`src/rtl/tlb_fa_store.sv`:
```
// Fully-associative VPN/ASID -> PPN translation store.
// Registered lookup response, fill with dedup/free/PLRU victim choice, ASID or global flush.
module tlb_fa_store #(
  parameter int ENTRIES = 8,
  parameter int VPN_W   = 27,
  parameter int PPN_W   = 44,
  parameter int ASID_W  = 16,
  localparam int IW     = $clog2(ENTRIES)
) (
  input  logic              clk_i,
  input  logic              rstn_i,
  input  logic              lu_req_i,
  input  logic [VPN_W-1:0]  lu_vpn_i,
  input  logic [ASID_W-1:0] lu_asid_i,
  output logic              lu_valid_o,
  output logic              lu_hit_o,
  output logic [PPN_W-1:0]  lu_ppn_o,
  input  logic              fill_valid_i,
  output logic              fill_ready_o,
  input  logic [VPN_W-1:0]  fill_vpn_i,
  input  logic [ASID_W-1:0] fill_asid_i,
  input  logic [PPN_W-1:0]  fill_ppn_i,
  input  logic              flush_i,
  input  logic              flush_asid_valid_i,
  input  logic [ASID_W-1:0] flush_asid_i,
  output logic              plru_hit_o,
  output logic [IW-1:0]     plru_idx_o,
  input  logic [IW-1:0]     plru_repl_idx_i
);

  logic [ENTRIES-1:0] valid_q;
  logic [VPN_W-1:0]   vpn_q  [ENTRIES];
  logic [ASID_W-1:0]  asid_q [ENTRIES];
  logic [PPN_W-1:0]   ppn_q  [ENTRIES];

  logic [ENTRIES-1:0] lu_match;
  logic [ENTRIES-1:0] fill_match;
  logic               lu_any;
  logic [IW-1:0]      lu_idx;
  logic               dup_any;
  logic [IW-1:0]      dup_idx;
  logic               free_any;
  logic [IW-1:0]      free_idx;
  logic [IW-1:0]      victim;
  logic               lu_hit_c;
  logic               fill_fire;

  logic               lu_valid_q;
  logic               lu_hit_q;
  logic [PPN_W-1:0]   lu_ppn_q;

  always_comb begin
    for (int i = 0; i < ENTRIES; i++) begin
      lu_match[i] = valid_q[i]
                  & (vpn_q[i] == lu_vpn_i)
                  & (asid_q[i] == lu_asid_i);
      fill_match[i] = valid_q[i]
                    & (vpn_q[i] == fill_vpn_i)
                    & (asid_q[i] == fill_asid_i);
    end
  end

  // Scan downward so the lowest matching index is the one left standing.
  always_comb begin
    lu_any   = 1'b0;
    lu_idx   = '0;
    dup_any  = 1'b0;
    dup_idx  = '0;
    free_any = 1'b0;
    free_idx = '0;
    for (int i = ENTRIES - 1; i >= 0; i--) begin
      if (lu_match[i]) begin
        lu_any = 1'b1;
        lu_idx = IW'(i);
      end
      if (fill_match[i]) begin
        dup_any = 1'b1;
        dup_idx = IW'(i);
      end
      if (!valid_q[i]) begin
        free_any = 1'b1;
        free_idx = IW'(i);
      end
    end
  end

  always_comb begin
    victim = plru_repl_idx_i;
    if (dup_any) begin
      victim = dup_idx;
    end else if (free_any) begin
      victim = free_idx;
    end
  end

  assign fill_ready_o = ~flush_i;
  assign fill_fire    = fill_valid_i & ~flush_i;
  assign lu_hit_c     = lu_req_i & lu_any & ~flush_i;

  // A lookup hit owns the PLRU port; a concurrent fill goes untouched.
  always_comb begin
    plru_hit_o = 1'b0;
    plru_idx_o = '0;
    if (lu_hit_c) begin
      plru_hit_o = 1'b1;
      plru_idx_o = lu_idx;
    end else if (fill_fire) begin
      plru_hit_o = 1'b1;
      plru_idx_o = victim;
    end
  end

  always_ff @(posedge clk_i or negedge rstn_i) begin
    if (!rstn_i) begin
      lu_valid_q <= 1'b0;
      lu_hit_q   <= 1'b0;
      lu_ppn_q   <= '0;
    end else begin
      lu_valid_q <= lu_req_i;
      lu_hit_q   <= lu_hit_c;
      lu_ppn_q   <= lu_hit_c ? ppn_q[lu_idx] : '0;
    end
  end

  always_ff @(posedge clk_i or negedge rstn_i) begin
    if (!rstn_i) begin
      valid_q <= '0;
    end else if (flush_i) begin
      for (int i = 0; i < ENTRIES; i++) begin
        if (!flush_asid_valid_i || (asid_q[i] == flush_asid_i)) begin
          valid_q[i] <= 1'b0;
        end
      end
    end else if (fill_fire) begin
      valid_q[victim] <= 1'b1;
    end
  end

  always_ff @(posedge clk_i) begin
    if (fill_fire) begin
      vpn_q[victim]  <= fill_vpn_i;
      asid_q[victim] <= fill_asid_i;
      ppn_q[victim]  <= fill_ppn_i;
    end
  end

  assign lu_valid_o = lu_valid_q;
  assign lu_hit_o   = lu_hit_q;
  assign lu_ppn_o   = lu_ppn_q;

endmodule

```
`config.mk`:
```
export PLATFORM = sky130hd
export DESIGN_NAME = tlb_fa_store
export DESIGN_NICKNAME = d
export VERILOG_FILES = /design/src/rtl/tlb_fa_store.sv
export SDC_FILE = /design/constraint.sdc
export NUM_CORES = 1
export LEC_CHECK = 0
export BUFFER_PORTS_ARGS = -buffer_cell sky130_fd_sc_hd__buf_2
export CORE_UTILIZATION = 50
export DETAILED_ROUTE_END_ITERATION = 12
export PLACE_DENSITY = 0.79
export SYNTH_ARGS = -nofsm -noshare
export SYNTH_HDL_FRONTEND = slang
export SYNTH_SLANG_ARGS = --single-unit
```
`constraint.sdc`:
```
create_clock -name clk_i -period 19.8 [get_ports clk_i]
set_input_delay 3.96 -clock clk_i [delete_from_list [all_inputs] [get_ports clk_i]]
set_output_delay 3.96 -clock clk_i [all_outputs]
set_load 0.03 [all_outputs]
```
==> out/metrics.cfg <==
[outcome]
status=completed

[final_layout]
fillers=5460
drive_above_1_share=0.173
seq_area_um2=22300
final_nets=2795
post-route-cell-area_um2=40200
area_delta_synth_final_pct=13.4
multiInputGateArea_um2=12400

[setup_path]
required_ns=15.84
crit_chain=buf_2, xnor2_1, nand4_1, nor4_1, nand4_1, o21ai_1, a31oi_1, nor2_2, nand3_1, a21oi_1, buf_2
endpoint_kind=primary output
critPathKind=input pin to primary output
startpoint_type=input pin
crit_fanout=18
critPathArrivalTime_ns=8.36
slowest_delay_ns=1.08
slowest_stage=nor4_1

[yosys]
synth_area_leader_cell=edfxtp_1
synth_top_area_share=0.590
ys_ff_latch=750
synthMostInstantiatedCell=edfxtp_1
dominantRegCellSynth=edfxtp_1
synth_edf_count=696
syn_nets=2614
synth_seq_area_share=0.628
synth_area_um2=35400
yosys_warnings=0
ys_top_cells_by_area=edfxtp_1 (59%), xnor2_1 (11%), xor2_1 (7.6%), dfrtp_1 (3.8%), mux2_2 (2.8%)
syn_avg_cell_area_um2=14.4
synthArstFlopShare=0.0720
synthTopCellsByCount=edfxtp_1 (696), xnor2_1 (429), xor2_1 (309), nand4_1 (132), nor4_1 (103)
synth_cell_type_count=62
netlist_instances=2459

[pwr]
internal_power_mw=2.83
p_leak_nw=13.2
netSwitchingPower_uw=960
ir_drop_v=0.0000904
sw_frac_of_total=0.253
combPwrFrac=0.088
clockPowerShare=0.432
power_frac_seq=0.480
p_per_area_nw_per_um2=94.5

[sta]
tightest_slew_ns=1.34
slew_violations=0
skew_ns=0.0361
rsz0062_at_grt=no
period_needed_ns=12.32
fmaxAchievable_mhz=81.2
finalSetupTns_ns=0
fin_crit_sh=0.622
hold_viol=0
setup-violations-final=0
slew_headroom=0.0971

[placed_design]
gp_congestion=1.12
dpl.hpwl_mm=104
io_buffers=205
postPlaceCellArea_um2=37300

[grt]
use_met2=0.684
met3_usage=0.0803
grt_pass1_wl_mm=203
antenna_found_initial=8
grt_pass1_vias=23700
grt_util_met1=0.513
grt_max_degree=81
gr-total-overflow=0
grt_usage=0.428
grt-busiest-layer=met2

[detailed_routing]
ant_nets=0
dr.pass1.iters=6
drt-initial-drc-count=2946
vias=24000
avgViaCountPerCell=6.58
routed_wl_mm=154
wire_per_inst_um=42.1
drc=0

[clocking]
tritoncts=done
cts_setup_buffers=0
ctsRootBufferMaster=clkbuf_16
h-tree-depth=3
hold_buffers=0
clk_path_buf_depth=3
insertion_delay_ns=0.67
cts.sinks=750
cts_buffers=81
postCtsResizedCells=0
clk_pin_slew_ns=0.06

[flow_run]
maxCapViolCount=0

[die]
die_h_um=268
core_um2=70000
die-area_um2=71900
io_pins=206
initial_core_util=0.506
dieWidth_um=268
num_rows=97

[min_path]
hold_path_class=flop to flop

layout make-up:
class,count,share of cell area
inverter,51,0.00477
clock inverter,39,0.0167
sequential,750,0.554
clock buffer,107,0.0544
tap,940,0.0293
multi-input combinational,1519,0.309
timing repair buffer,237,0.0315
antenna,4,0.000249
registers in the layout, summed over array words and instances (netlist names):
| name | cells |
|---|---|
| lu_hit_o | 1 |
| ppn_q | 352 |
| vpn_q | 216 |
| valid_q | 8 |
| lu_ppn_o | 44 |
| asid_q | 128 |
| lu_valid_o | 1 |
stage by stage:
stage                     setup slack, ns   util  total power, mW  instances  hold WS (ns)
after floorplan                      6.75      -             2.00       2459         0.530
after global placement               7.62  0.533             2.17       3497         0.543
after detailed placement             7.81  0.533             2.17       3497         0.559
after CTS                            7.81  0.573             3.79       3643         0.575
after global routing                 7.73  0.573             3.86       3645         0.594
final                                7.48  0.574             3.79       3647         0.562
power by group through the flow:
stage	Clock (mW)	Combinational (mW)	Sequential (mW)
floorplan	0	0.166	1.84
global placement	0	0.321	1.85
detailed placement	0	0.321	1.85
CTS	1.64	0.324	1.82
global route	1.70	0.339	1.82
finish	1.64	0.334	1.82
kinds of logic after synthesis:
group / after synthesis / share of synthesized area
simple gates: 416 / 0.0694
compound gates: 189 / 0.0428
buf+inv: 190 / 0.0240
xor+xnor: 738 / 0.183
flops: 750 / 0.628
mux: 176 / 0.0529
metal layers:
layer / vias to the layer above / share of wire / wire [um]
li1: 9486 / - / -
met1: 12200 / 0.35 / 54200
met2: 1858 / 0.47 / 71900
met3: 473 / 0.089 / 13600
met4: 10 / 0.090 / 13800
met5: - / 0.00041 / 63
worst paths after layout:
kind	startpoint	end	slack (ns)	depth (start not counted)
worst max register to register	asid_q[3][1]	asid_q[7][15]	13.38	11
worst min register to register	ppn_q[4][16]	lu_ppn_o[16]	0.56	2
worst min-delay path	ppn_q[4][16]	lu_ppn_o[16]	0.56	2
worst max-delay path	fill_asid_i[4]	plru_idx_o[1]	7.48	11
max in group asynchronous	rstn_i	valid_q[3]	15.61	2
min in group asynchronous	rstn_i	lu_ppn_o[39]	3.54	2
placed cells by master (no fill, tap or decap), types with 10 or more instances in the layout:
master and instances:
dfrtp_1 54, xor2_1 309, nor2b_1 33, o22ai_1 39, buf_2 205, nand4_1 132, bufinv_16 13, mux2_2 88
o21ai_0 13, nand2_1 37, clkinv_2 11, clkbuf_1 20, a21oi_1 13, nor2_1 11, a2bb2oi_1 15, xnor2_1 429
o2111ai_1 10, o211ai_1 15, buf_4 32, mux2i_1 88, a221o_1 34, nor4_1 100, nand2b_1 44, edfxtp_1 696
nand3_1 18, nor3_1 12, clkbuf_16 81, inv_1 51
critical path: cells and delay by family:
| kind | cells | cell delay, ns |
|---|---|---|
| buffers and inverters | 2 | 0.91 |
| XOR/XNOR | 1 | 0.19 |
| AND/OR/NAND/NOR | 5 | 2.59 |
| AO/OA/AOI/OAI | 3 | 0.69 |
Power figures use the tool's default switching activity.
